<file path="src/rtl/fixacc_seg_packer_if.sv">
// Stream bundle between the segment source, the packer and the fp64 converter:
// segment beats in, one {msb, lmb, expo_cs} packet out per frame.
interface fixacc_seg_packer_if #(
   parameter int unsigned PRE_REG_WIDTH = 128,
   parameter int unsigned IDX_W         = 5
);
   logic                               seg_in_tvalid;
   logic                               seg_in_tready;
   logic [PRE_REG_WIDTH-1:0]           seg_in_tdata;
   logic                               seg_in_tlast;
   logic                               pkt_out_tvalid;
   logic                               pkt_out_tready;
   logic [IDX_W+2*PRE_REG_WIDTH-1:0]   pkt_out_tdata;
   logic                               len_err;

   modport master (
      output seg_in_tvalid, seg_in_tdata, seg_in_tlast, pkt_out_tready,
      input  seg_in_tready, pkt_out_tvalid, pkt_out_tdata, len_err
   );

   modport slave (
      input  seg_in_tvalid, seg_in_tdata, seg_in_tlast, pkt_out_tready,
      output seg_in_tready, pkt_out_tvalid, pkt_out_tdata, len_err
   );
endinterface

</file>
<file path="src/rtl/fixacc_seg_packer.sv">
// Finds the most significant non-zero accumulator segment of each frame and emits
// {msb_segment, lsb_segment, expo_cs} for the fixed-point-to-fp64 converter.
module fixacc_seg_packer #(
   parameter int unsigned PRE_REG_WIDTH = 128,
   parameter int unsigned PRE_REG_STEP  = 64,
   parameter int unsigned DEPTH         = 32,
   parameter int unsigned IDX_W         = (DEPTH > 1) ? $clog2(DEPTH) : 1
) (
   input logic                clk,
   input logic                rst,
   fixacc_seg_packer_if.slave bus
);
   localparam int unsigned PktW = IDX_W + 2 * PRE_REG_WIDTH;
   localparam logic [IDX_W-1:0] LastIdx = IDX_W'(DEPTH - 1);

   // Adjacent segments must overlap for the msb/lmb pair to cover the mantissa.
   if (PRE_REG_STEP > PRE_REG_WIDTH) begin : g_step_chk
      $error("PRE_REG_STEP larger than PRE_REG_WIDTH");
   end

   logic [IDX_W-1:0]         seg_cnt_q, seg_cnt_d;
   logic [IDX_W-1:0]         hi_idx_q, hi_idx_d;
   logic [PRE_REG_WIDTH-1:0] prev_seg_q, prev_seg_d;
   logic [PRE_REG_WIDTH-1:0] hi_seg_q, hi_seg_d;
   logic [PRE_REG_WIDTH-1:0] lo_seg_q, lo_seg_d;
   logic                     pkt_vld_q, pkt_vld_d;
   logic [PktW-1:0]          pkt_data_q, pkt_data_d;
   logic                     len_err_q, len_err_d;

   logic                     seg_hs;
   logic                     at_last;
   logic                     frame_end;
   logic [IDX_W-1:0]         fin_idx;
   logic [PRE_REG_WIDTH-1:0] fin_hi;
   logic [PRE_REG_WIDTH-1:0] fin_lo;

   assign bus.seg_in_tready  = ~pkt_vld_q | bus.pkt_out_tready;
   assign bus.pkt_out_tvalid = pkt_vld_q;
   assign bus.pkt_out_tdata  = pkt_data_q;
   assign bus.len_err        = len_err_q;

   always_comb begin
      seg_hs    = bus.seg_in_tvalid & bus.seg_in_tready;
      at_last   = (seg_cnt_q == LastIdx);
      frame_end = seg_hs & (bus.seg_in_tlast | at_last);

      // Tracker values including the current beat, used both to advance and to pack.
      fin_idx = hi_idx_q;
      fin_hi  = hi_seg_q;
      fin_lo  = lo_seg_q;
      if (seg_hs && (bus.seg_in_tdata != '0)) begin
         fin_idx = seg_cnt_q;
         fin_hi  = bus.seg_in_tdata;
         fin_lo  = (seg_cnt_q == '0) ? '0 : prev_seg_q;
      end

      seg_cnt_d  = seg_cnt_q;
      prev_seg_d = prev_seg_q;
      hi_idx_d   = hi_idx_q;
      hi_seg_d   = hi_seg_q;
      lo_seg_d   = lo_seg_q;
      if (frame_end) begin
         seg_cnt_d  = '0;
         prev_seg_d = '0;
         hi_idx_d   = '0;
         hi_seg_d   = '0;
         lo_seg_d   = '0;
      end else if (seg_hs) begin
         seg_cnt_d  = seg_cnt_q + IDX_W'(1);
         prev_seg_d = bus.seg_in_tdata;
         hi_idx_d   = fin_idx;
         hi_seg_d   = fin_hi;
         lo_seg_d   = fin_lo;
      end

      pkt_vld_d  = pkt_vld_q;
      pkt_data_d = pkt_data_q;
      if (frame_end) begin
         pkt_vld_d = 1'b1;
         // Only segment 0 set: it becomes the low word, msb stays zero.
         if (fin_idx == '0) begin
            pkt_data_d = {{PRE_REG_WIDTH{1'b0}}, fin_hi, {IDX_W{1'b0}}};
         end else begin
            pkt_data_d = {fin_hi, fin_lo, fin_idx};
         end
      end else if (bus.pkt_out_tready) begin
         pkt_vld_d = 1'b0;
      end

      len_err_d = seg_hs & at_last & ~bus.seg_in_tlast;
   end

   always_ff @(posedge clk or posedge rst) begin
      if (rst) begin
         seg_cnt_q  <= '0;
         prev_seg_q <= '0;
         hi_idx_q   <= '0;
         hi_seg_q   <= '0;
         lo_seg_q   <= '0;
         pkt_vld_q  <= 1'b0;
         pkt_data_q <= '0;
         len_err_q  <= 1'b0;
      end else begin
         seg_cnt_q  <= seg_cnt_d;
         prev_seg_q <= prev_seg_d;
         hi_idx_q   <= hi_idx_d;
         hi_seg_q   <= hi_seg_d;
         lo_seg_q   <= lo_seg_d;
         pkt_vld_q  <= pkt_vld_d;
         pkt_data_q <= pkt_data_d;
         len_err_q  <= len_err_d;
      end
   end
endmodule

</file>
<file path="src/flat_wrapper.sv">
// flat-port wrapper written by rule: the top's interface ports become plain ports
module fixacc_seg_packer_flat 
#(
   parameter int unsigned PRE_REG_WIDTH = 128,
   parameter int unsigned PRE_REG_STEP  = 64,
   parameter int unsigned DEPTH         = 32,
   parameter int unsigned IDX_W         = (DEPTH > 1) ? $clog2(DEPTH) : 1
)
  (clk, rst, bus_seg_in_tvalid, bus_seg_in_tdata, bus_seg_in_tlast, bus_pkt_out_tready, bus_seg_in_tready, bus_pkt_out_tvalid, bus_pkt_out_tdata, bus_len_err);
  fixacc_seg_packer_if #(.PRE_REG_WIDTH(PRE_REG_WIDTH), .IDX_W(IDX_W)) bus_i ();
  input logic clk;
  input logic rst;
  input wire logic [$bits(bus_i.seg_in_tvalid)-1:0] bus_seg_in_tvalid;
  input wire logic [$bits(bus_i.seg_in_tdata)-1:0] bus_seg_in_tdata;
  input wire logic [$bits(bus_i.seg_in_tlast)-1:0] bus_seg_in_tlast;
  input wire logic [$bits(bus_i.pkt_out_tready)-1:0] bus_pkt_out_tready;
  output wire logic [$bits(bus_i.seg_in_tready)-1:0] bus_seg_in_tready;
  output wire logic [$bits(bus_i.pkt_out_tvalid)-1:0] bus_pkt_out_tvalid;
  output wire logic [$bits(bus_i.pkt_out_tdata)-1:0] bus_pkt_out_tdata;
  output wire logic [$bits(bus_i.len_err)-1:0] bus_len_err;
  assign bus_i.seg_in_tvalid = bus_seg_in_tvalid;
  assign bus_i.seg_in_tdata = bus_seg_in_tdata;
  assign bus_i.seg_in_tlast = bus_seg_in_tlast;
  assign bus_i.pkt_out_tready = bus_pkt_out_tready;
  assign bus_seg_in_tready = bus_i.seg_in_tready;
  assign bus_pkt_out_tvalid = bus_i.pkt_out_tvalid;
  assign bus_pkt_out_tdata = bus_i.pkt_out_tdata;
  assign bus_len_err = bus_i.len_err;
  fixacc_seg_packer #(.PRE_REG_WIDTH(PRE_REG_WIDTH), .PRE_REG_STEP(PRE_REG_STEP), .DEPTH(DEPTH), .IDX_W(IDX_W)) u_core (.clk(clk), .rst(rst), .bus(bus_i));
endmodule
</file>
<file path="config.mk">
export PLATFORM = sky130hd
export DESIGN_NAME = fixacc_seg_packer_flat
export DESIGN_NICKNAME = d
export VERILOG_FILES = /design/src/rtl/fixacc_seg_packer_if.sv /design/src/rtl/fixacc_seg_packer.sv /design/src/flat_wrapper.sv
export SDC_FILE = /design/constraint.sdc
export NUM_CORES = 2
export LEC_CHECK = 0
export CAP_MARGIN = 25
export CELL_PAD_IN_SITES_DETAIL_PLACEMENT = 1
export CELL_PAD_IN_SITES_GLOBAL_PLACEMENT = 1
export CORE_MARGIN = 5
export CORE_UTILIZATION = 45
export CTS_BUF_LIST = sky130_fd_sc_hd__clkbuf_8
export DETAILED_ROUTE_END_ITERATION = 8
export MAX_ROUTING_LAYER = met4
export PLACE_DENSITY = 0.9
export RECOVER_POWER = 25
export SKIP_CTS_REPAIR_TIMING = 1
export SYNTH_ARGS = -nofsm -noshare
export SYNTH_HDL_FRONTEND = slang
export SYNTH_SLANG_ARGS = --single-unit
</file>
<file path="constraint.sdc">
create_clock -name clk -period 28.3 [get_ports clk]
set_clock_uncertainty 0.2 [all_clocks]
set_input_delay 5.66 -clock clk [delete_from_list [all_inputs] [get_ports clk]]
set_output_delay 5.66 -clock clk [all_outputs]
set_load 0.01 [all_outputs]
</file>
==> key figures <==
Job
  • Count of max-cap constraint violations: 7

CTS
  • Number of buffers inserted during clock tree synthesis: 110
  • Clock input transition at the sequential cells of the worst setup and hold paths: roughly 0.060 ns
  • Num Clock Sinks: around 660
  • Clk buf depth: 3
  • Clock tree root buffer cell: sky130_fd_sc_hd__clkbuf_8
  • # H-tree levels: 3
  • Clk_lat worst skew: 0.71 ns
  • Clock tree from TritonCTS: yes

Synth
  • Number of flip-flops and latches in the synthesized netlist: 657
  • Warnings, synthesis: 0
  • Biggest area contributors in the synthesized netlist: sky130_fd_sc_hd__dfrtp_1 57%, sky130_fd_sc_hd__a22o_1 12%, sky130_fd_sc_hd__nand4_1 5.7%
  • Mapped Avg Cell Area: about 11 µm²
  • Library cells used by synthesis: 29
  • Sequential share of the synthesized area: 56.7%
  • Cell type with the highest aggregate area in the netlist: sky130_fd_sc_hd__dfrtp_1
  • Mapped cell area: just under 30000 µm²
  • Share of Yosys cell area claimed by the top area cell type: roughly 57%
  • Number of instances in the synthesized netlist: 2608
  • Net count after synthesis: around 2700

Timing
  • Final critical-path required period: ~14 ns
  • Fin Setup TNS: 0 ns
  • Fmax: 73.9 MHz
  • Slew at the pin with the worst max-slew slack: 4.52 ns
  • Final hold vios: 0
  • Min Hold Slack: about 0.3 ns
  • Period utilization: between 40% and 50%
  • Endpoints failing setup: 0
  • Min setup slack post-route: 14.76 ns
  • Final slew viol count: approximately 430
  • Max-Slew Margin vs Limit: -203%
  • RSZ-0062 raised after global routing: no

Finish
  • Post-layout instance area: approximately 36000 µm²
  • Most common cell after layout, fill and taps aside: sky130_fd_sc_hd__dfrtp_1
  • Most frequent cells in the layout: 657 x sky130_fd_sc_hd__dfrtp_1, 384 x sky130_fd_sc_hd__a22o_1, 287 x sky130_fd_sc_hd__clkdlybuf4s50_1
  • Count of non-filler cells in the finished layout: approximately 3800
  • Final #Nets: ~3000
  • Fraction of layout instances using a drive strength above 1: roughly 12%
  • Growth of design area from synthesis to finish: 24.0%

Power
  • Int Pwr: roughly 1.9 mW
  • Fraction of power spent switching nets: 34.6%
  • Clock group share of total power: slightly above 30%
  • PwrDens: 81.9 nW/µm²
  • Part of the total power dissipated in sequential elements: between 40% and 50%
  • Share of total power in combinational logic: between 20% and 30%
  • Peak supply drop: approximately 0.052 mV
  • Leakage power: between 15 and 20 nW
  • Net load switching power: between 1 and 1.5 mW

Floorplanning
  • DIE HEIGHT: 264 µm
  • Number of top-level pins: 397
  • Starting Density: a little under half
  • Full die area: between 60000 and 70000 µm²
  • Core outline area: roughly 64000 µm²
  • Number of cell rows: 93
  • Width of the die: 264 µm

Status
  • Run status: finished, violations left
  • Violated checks: capacitance limit, slew limit

GRT
  • Total global routing overflow: 0
  • Maximum number of pins on one net before global-route repair: between 100 and 150
  • Gr usage total: a little under a third
  • Wire length of the first global-routing pass: ~170000 µm
  • Initial antenna violation count: 13
  • Number of global-route vias before repair: around 28000

Drt
  • Remaining antenna violation count after routing: 0
  • Via-to-Cell Ratio: approximately 6.9
  • Final routed wire length divided by cell count: 29.0 µm
  • Detailed Routing Iterations Pass 1: 5
  • DRC Markers: 0
  • Routed Wire Length: 111000 µm
  • Detailed-route via count: between 20000 and 30000
  • First-iteration detailed-routing DRC count: between 3000 and 4000

Placed design
  • HPWL reported at the end of detailed placement: 63700 µm
  • Pre-CTS setup slack: around 15 ns
  • Number of I/O port buffers: between 300 and 400
  • # placed instances: 3608
  • Placement-stage cell area: between 30000 and 40000 µm²
  • Routability-driven placement congestion ratio: between 0.8 and 0.9

Worst hold path
  • Worst Hold Class: reg -> reg

Critical path
  • Setup slack of the worst register-to-register path: roughly 23 ns
  • Worst endpoint data arrival time: 14.04 ns
  • Crit end category: async pin
  • Critical path class: in -> async
  • Max FO, Critical Path: 102
  • Crit path launch type: primary input
  • Worst EP required: roughly 29 ns
power groups by stage:
| stage | Sequential, mW | Clock (mW) | Combinational, mW |
|---|---|---|---|
| after floorplan | 1.24 | 0 | 0.371 |
| after global placement | 1.22 | 0 | 0.800 |
| after detailed placement | 1.23 | 0 | 0.829 |
| after CTS | 1.22 | 0.899 | 0.840 |
| after global routing | 1.24 | 0.947 | 0.881 |
| final | 1.22 | 0.890 | 0.835 |
cell type report:
cell class,instances,area [µm²]
antenna,13,32.5
multi-input combinational,1648,11500
sequential,657,16400
clock inverter,60,358
timing repair buffer,455,4630
fill,6545,28100
inverter,3,12.5
clock buffer,142,1950
tap,855,1070
worst paths after layout:
check                                     startpoint                             to  cells past startpoint
min in group asynchronous                        rst           u_core.hi_seg_q[112]                      2
setup reg to reg           u_core.bus.pkt_out_tvalid            u_core.seg_cnt_q[2]                      5
max in group clk                  bus_pkt_out_tready              bus_seg_in_tready                      3
hold / removal                  u_core.lo_seg_q[114]           u_core.lo_seg_q[114]                      1
hold reg to reg                 u_core.lo_seg_q[114]           u_core.lo_seg_q[114]                      1
setup / recovery                                 rst  u_core.bus.pkt_out_tdata[185]                      7
synth_stat cells:
library cell / instances
sky130_fd_sc_hd__dfrtp_1: 657
sky130_fd_sc_hd__a22o_1: 384
sky130_fd_sc_hd__clkbuf_1: 277
sky130_fd_sc_hd__nand4_1: 264
sky130_fd_sc_hd__a21oi_1: 258
sky130_fd_sc_hd__nand2_1: 139
sky130_fd_sc_hd__nor2_1: 138
sky130_fd_sc_hd__mux2_2: 129
sky130_fd_sc_hd__a22oi_1: 128
sky130_fd_sc_hd__o311ai_0: 128
sky130_fd_sc_hd__nor4_1: 35
sky130_fd_sc_hd__buf_2: 21
sky130_fd_sc_hd__o21ai_0: 10
sky130_fd_sc_hd__nand3_1: 8
sky130_fd_sc_hd__a31oi_1: 5
sky130_fd_sc_hd__a32o_1: 5
sky130_fd_sc_hd__ha_1: 3
sky130_fd_sc_hd__inv_1: 3
sky130_fd_sc_hd__and3_1: 2
sky130_fd_sc_hd__buf_1: 2
sky130_fd_sc_hd__nand2b_1: 2
sky130_fd_sc_hd__nor3_1: 2
sky130_fd_sc_hd__or4_1: 2
sky130_fd_sc_hd__and2_0: 1
sky130_fd_sc_hd__and2_1: 1
sky130_fd_sc_hd__nor2b_1: 1
sky130_fd_sc_hd__nor3b_1: 1
sky130_fd_sc_hd__o31ai_4: 1
sky130_fd_sc_hd__or2_2: 1
registers in the layout (all words and copies together), names as in the netlist:
signal,flops
u_core.hi_seg_q,128
u_core.seg_cnt_q,5
u_core.bus.len_err,1
u_core.lo_seg_q,128
u_core.hi_idx_q,5
u_core.bus.pkt_out_tdata,261
u_core.bus.pkt_out_tvalid,1
u_core.prev_seg_q,128
stage by stage:
step	util [%]	total power [mW]
CTS	55.8	2.96
global placement	52.0	2.02
floorplan	-	1.61
detailed placement	52.2	2.06
global route	56.1	3.06
finish	56.1	2.95
metal layers:
metal | routed length (µm) | global-route usage (%) | share of wire, % | vias to the layer above
met4 | 4080 | 14.3 | 3.7 | 0
li1 | - | - | - | 10700
met1 | 44600 | 40.7 | 40 | 13700
met3 | 9380 | 6.39 | 8.4 | 263
met2 | 53300 | 48.3 | 48 | 1564
met5 | 0 | - | 0 | -
kinds of logic (layout without fill, tap and decap cells):
family                   Yosys count  after routing  synth area share, %
multiplexers                     129            129                 5.01
adder cells (fa/ha/maj)            3              3                0.129
buffers and inverters            303            660                 4.01
AO/OA/AOI/OAI                    919            919                 23.7
AND/OR/NAND/NOR                  597            597                 10.5
flip-flops                       657            657                 56.7
other                              0             13                    0
worst max-delay path, stage by stage:
cell and delay (ns):
sky130_fd_sc_hd__dlygate4sd3_1 0.54, sky130_fd_sc_hd__clkinvlp_2 2.51, sky130_fd_sc_hd__clkbuf_1 2.59, sky130_fd_sc_hd__buf_4 0.96, sky130_fd_sc_hd__buf_4 0.46, sky130_fd_sc_hd__buf_16 0.32
sky130_fd_sc_hd__buf_4 0.77
Power figures use the tool's default switching activity.
==> patch 1 (config.mk and constraints unchanged) <==
`PRE_REG_WIDTH` is set to 128 in 3 places; all go to 124.
--- a/src/rtl/fixacc_seg_packer_if.sv
+++ b/src/rtl/fixacc_seg_packer_if.sv
@@ -1,7 +1,7 @@
 // Stream bundle between the segment source, the packer and the fp64 converter:
 // segment beats in, one {msb, lmb, expo_cs} packet out per frame.
 interface fixacc_seg_packer_if #(
-   parameter int unsigned PRE_REG_WIDTH = 128,
+   parameter int unsigned PRE_REG_WIDTH = 124,
    parameter int unsigned IDX_W         = 5
 );
    logic                               seg_in_tvalid;
--- a/src/rtl/fixacc_seg_packer.sv
+++ b/src/rtl/fixacc_seg_packer.sv
@@ -1,7 +1,7 @@
 // Finds the most significant non-zero accumulator segment of each frame and emits
 // {msb_segment, lsb_segment, expo_cs} for the fixed-point-to-fp64 converter.
 module fixacc_seg_packer #(
-   parameter int unsigned PRE_REG_WIDTH = 128,
+   parameter int unsigned PRE_REG_WIDTH = 124,
    parameter int unsigned PRE_REG_STEP  = 64,
    parameter int unsigned DEPTH         = 32,
    parameter int unsigned IDX_W         = (DEPTH > 1) ? $clog2(DEPTH) : 1
--- a/src/flat_wrapper.sv
+++ b/src/flat_wrapper.sv
@@ -1,7 +1,7 @@
 // flat-port wrapper written by rule: the top's interface ports become plain ports
 module fixacc_seg_packer_flat 
 #(
-   parameter int unsigned PRE_REG_WIDTH = 128,
+   parameter int unsigned PRE_REG_WIDTH = 124,
    parameter int unsigned PRE_REG_STEP  = 64,
    parameter int unsigned DEPTH         = 32,
    parameter int unsigned IDX_W         = (DEPTH > 1) ? $clog2(DEPTH) : 1
Ports: changed (resized bus_pkt_out_tdata and bus_seg_in_tdata); port bits go from 397 to 385. The function was not compared with the original's and may differ.
==> patch 1 against the unedited design <==
Area after synthesis is 2.0% lower. Sequential cell count is 20 lower. Sequential power is 6% lower. Setup slack worse by 3.4 ns. Critical path type unchanged. The run still ends with capacitance limit, slew limit left. Count of clock-buffer cells in the layout is 1 lower. Die area is 1.9% lower. Sequential share of layout area is 0.075 points lower. Fmax is 20% lower. Design area is 2.9% lower. Routed wire length is 1.0% lower. Combinational power is 23% lower. Total power is 9.9% lower. Final cell count is 3.3% lower. Critical endpoint is now u_core.lo_seg_q[30].
==> patch 1: results (changes against the unedited design) <==
routed_wirelength_um: 110000  # -1.0%
violations: "capacitance limit, slew limit"
synth.net_count: 2646  # -3.6%
synthMuxAreaShare_pct: 4.37  # -0.64 points
critical_path.max_stage_delay_ns: 6.41  # +3.82 ns
ys_seq_area_share_pct: 56.1  # -0.60 points
status: "finished, violations left"
grt_max_degree: 198  # +92%
tightest_slew_ns: 8.97  # +4.46 ns
reg2reg_depth: 8  # +3
antenna_found_initial: 8  # -5
arrival_ns: 15.35  # +1.31 ns
cts_made_buffers: 105  # -4.5%
ys_top_cells_by_area: "dfrtp_1 (56%), a22o_1 (12%), a32oi_1 (7.6%)"
fin_crit_ns: 16.99  # +3.45 ns
synth-adder-area-share_pct: 0.132  # +0.0027 points
r2r-end: "u_core.bus.pkt_out_tdata[34]"
cp_slowest_cell: "clkbuf_1"
rr_startpoint: "u_core.bus.pkt_out_tvalid"
synth_xor_area_share_pct: 0.0616  # +0.062 points
nNetsFinal: 2898  # -3.8%
crit_family: "buffers and inverters"
drive_gt1_share_pct: 7.57  # -4.6 points
synth_cell_types: 29  # unchanged
first_pass_iters: 5  # unchanged
synthArstFlopShare_pct: 100  # unchanged
viasPerCell: 6.90  # +0.49%
r2r_slack_ns: 21.48  # -1.69 ns
ir_worst_vdd_mv: 0.0398  # -23%
cts_max_level: 3  # unchanged
port_buffers: 384  # -3.0%
insertion_delay_ns: 0.73  # +0.02 ns
largest_reg_flops: 253  # -3.1%
grt_pass1_wl_um: 168000  # -2.3%
pre_cts_ws_ns: 15.42  # -0.0797 ns
grtUsageTotal_pct: 32.1  # +0.61 points
gp_congestion: 0.845  # -0.88%
crit_path_start_kind: "input pin"
timing.max_cap.violations: 5  # -2
slew_violations: 464  # +7.7%
synth_common_cells: "dfrtp_1 (637), a22o_1 (378), nand2_1 (270)"
crit_path_end: "u_core.lo_seg_q[30]"
min_path_type: "reg2reg"
synth_compound_area_share_pct: 27.8  # +4.0 points
crit_path_start: "rst"
hpwl_um: 63200  # -0.89%
crit_fanout: 167  # +64%
first_global_vias: 27722  # -2.1%
power_leakage_nw: 15.1  # -1.1%
drt-initial-drc-count: 3037  # +1.2%
[patch 1: changes by cell type after synthesis, sizes merged, moves of 69 or more]
cell,change
a21oi,-258
nand4,-256
a32oi,+248
o21ai,+242
nand2,+131
mux2,-129
a22oi,-128
o311ai,-128
nor2,-126
and2,+124
mux2i,+124
o221ai,+124
clkbuf,-69
[patch 1: where the power goes]
group | internal (mW) | switching [mW]
Sequential | 1.03 | 0.114
Clock | 0.464 | 0.400
Combinational | 0.263 | 0.383
Total | 1.76 | 0.898
[patch 1: layout make-up]
type	count	area, um2
fill	6486	27900
sequential	637	15900
multi-input combinational	1599	11500
timing repair buffer	420	4200
clock buffer	141	1940
tap	846	1060
clock inverter	55	312
antenna	7	17.5
inverter	3	12.5
[patch 1: worst min path at each step]
stage,from,to,slack (ns),cells past startpoint
after floorplan,u_core.lo_seg_q[20],u_core.lo_seg_q[20],0.26,1
after CTS,u_core.bus.pkt_out_tdata[158],u_core.bus.pkt_out_tdata[158],0.28,2
after global placement,u_core.bus.pkt_out_tdata[141],u_core.bus.pkt_out_tdata[141],0.26,2
after global routing,u_core.lo_seg_q[24],u_core.lo_seg_q[24],0.31,1
final,u_core.bus.pkt_out_tdata[158],u_core.bus.pkt_out_tdata[158],0.28,2
after detailed placement,u_core.bus.pkt_out_tdata[158],u_core.bus.pkt_out_tdata[158],0.27,2
[patch 1: logic make-up (layout without fill, tap and decap cells)]
group,count (synthesis),in the layout
AOI/OAI and AO/OA,1011,1011
DFF,637,637
adders and majority gates,3,3
other,0,7
and+or+nand+nor,459,459
xor gates and xnor gates,2,2
buffers and inverters,278,619
muxes,124,124
[patch 1: worst min-delay path: stages, from the launching register on]
cell and delay (ns):
dfrtp_1 0.34, nand2_1 0.05, o21ai_0 0.06
[patch 1: metrics by stage]
| step | hold WS [ns] | cell area (um2) | instances |
|---|---|---|---|
| after floorplan | 0.260 | 28400 | 2514 |
| after global placement | 0.262 | 32600 | 3501 |
| after detailed placement | 0.269 | 32700 | 3502 |
| after CTS | 0.284 | 34900 | 3698 |
| after global routing | 0.309 | 34900 | 3708 |
| final | 0.281 | 34900 | 3708 |
[patch 1: per-layer routing]
| metal | global-route usage (%) | routed length (um) | vias up |
|---|---|---|---|
| met4 | 15.1 | 4210 | 0 |
| li1 | - | - | 10303 |
| met2 | 50.2 | 53300 | 1606 |
| met3 | 7.76 | 10500 | 284 |
| met5 | - | 0 | - |
| met1 | 39.6 | 42300 | 13374 |
==> patch 2 (config.mk and constraints unchanged) <==
Made on the original files. `pkt_data_q` no longer has a reset.
--- a/src/rtl/fixacc_seg_packer.sv
+++ b/src/rtl/fixacc_seg_packer.sv
@@ -98,7 +98,6 @@
          hi_seg_q   <= '0;
          lo_seg_q   <= '0;
          pkt_vld_q  <= 1'b0;
-         pkt_data_q <= '0;
          len_err_q  <= 1'b0;
       end else begin
          seg_cnt_q  <= seg_cnt_d;
@@ -107,9 +106,12 @@
          hi_seg_q   <= hi_seg_d;
          lo_seg_q   <= lo_seg_d;
          pkt_vld_q  <= pkt_vld_d;
-         pkt_data_q <= pkt_data_d;
          len_err_q  <= len_err_d;
       end
    end
+
+   always_ff @(posedge clk) begin
+      pkt_data_q <= pkt_data_d;
+   end
 endmodule
 
Behaviour: not the same (a bounded check fails within 4 cycles, from zero or initial values and one cycle with rst high).
==> patch 2 against the unedited design <==
The flow still finishes with violations (capacitance limit, slew limit). Fmax rose by 5.3%. Total power fell by 12%. Sequential cell count did not move. Area after synthesis fell by 1.9%. Hold slack improved by 0.0070 ns. Setup slack improved by 0.68 ns. Utilization barely moved. Routed wire length fell by 16%. Design area fell by 1.9%.
==> patch 2: results (changes against the unedited design) <==
status: "finished, violations left"
violations: "capacitance limit, slew limit"
arrival_ns: 7.00  # -7.04 ns
synthMuxAreaShare_pct: 13.7  # +8.7 points
synthArstFlopShare_pct: 60.3  # -40 points
met1Wirelength_um: 36700  # -18%
whs_endpoint: "u_core.lo_seg_q[36]"
hpwl_um: 55800  # -12%
crit_path_end: "bus_seg_in_tready"
nNonClkBuffers: 431  # -5.3%
r2r-end: "u_core.prev_seg_q[45]"
synth_edf_count: 261  # +261
grtUsageTotal_pct: 27.4  # -4.1 points
slew_violations: 512  # +19%
antenna_found_initial: 9  # -4
std_cell_rows: 92  # -1.1%
clock_cell_area_share_pct: 6.51  # +0.084 points
clock_buffers: 132  # -7.0%
antenna_cells: 9  # -4
synth.net_count: 2222  # -19%
dpl_cell_area_um2: 32900  # -1.6%
route.met3.wl_um: 7400  # -21%
hp-start: "u_core.lo_seg_q[36]"
routed_wirelength_um: 93800  # -16%
multi_input_area_share_pct: 27.8  # -4.1 points
p_switching_uw: 812  # -20%
ys_seq_area_share_pct: 62.4  # +5.7 points
fillers: 6211  # -5.1%
synth_xor_area_share_pct: 0.0616  # +0.062 points
grt_pass1_wl_um: 142000  # -17%
r2r_slack_ns: 22.55  # -0.62 ns
crit_path_start: "bus_pkt_out_tready"
ir_worst_vdd_mv: 0.0585  # +13%
buf_share_pct: 12.3  # -0.54 points
synth-adder-area-share_pct: 0.132  # +0.0026 points
holdWs_ns: 0.307  # +0.00695 ns
largest_reg_flops: 261  # unchanged
gp_congestion: 0.806  # -5.4%
grt_max_degree: 184  # +79%
pre_cts_ws_ns: 15.47  # -0.0217 ns
syn_avg_cell_area_um2: 13.6  # +23%
crit_fanout: 5  # -95%
first_global_vias: 22923  # -19%
multi_input_gates: 1240  # -25%
timing.max_cap.violations: 5  # -2
routed-wl-met2_um: 46500  # -13%
num_vias: 21200  # -19%
power_leakage_nw: 15.0  # -1.7%
drive_gt1_share_pct: 8.27  # -3.9 points
drt-initial-drc-count: 1918  # -36%
nNetsFinal: 2579  # -14%
synth_compound_area_share_pct: 15.5  # -8.2 points
==> patch 2: cell types whose count changed after synthesis, sizes merged, moves of 7 or more <==
cell    delta
nand3      -7
nand2    +124
clkbuf   -156
dfrtp    -261
nand4    -255
o21ai      -8
edfxtp   +261
mux2     -123
mux2i    +384
a21oi    -255
buf       +42
nor2     -133
o311ai   -128
==> patch 2: critical path: stages <==
cell and delay, ns:
dlygate4sd3_1 0.55, nand2b_1 0.21, clkdlybuf4s50_1 0.58
==> patch 2: power by group through the flow <==
stage | clock network [mW] | logic [mW] | registers, mW
after floorplan | 0 | 0.330 | 1.18
after global placement | 0 | 0.528 | 1.17
after detailed placement | 0 | 0.556 | 1.17
after CTS | 0.892 | 0.563 | 1.16
after global routing | 0.941 | 0.597 | 1.17
final | 0.878 | 0.566 | 1.16
==> patch 2: routing by layer <==
layer  up-vias  GRT usage [%]
li1       8751              -
met1     11225           34.1
met2      1033           44.2
met3       191           6.12
met4         0           10.4
met5         -              -
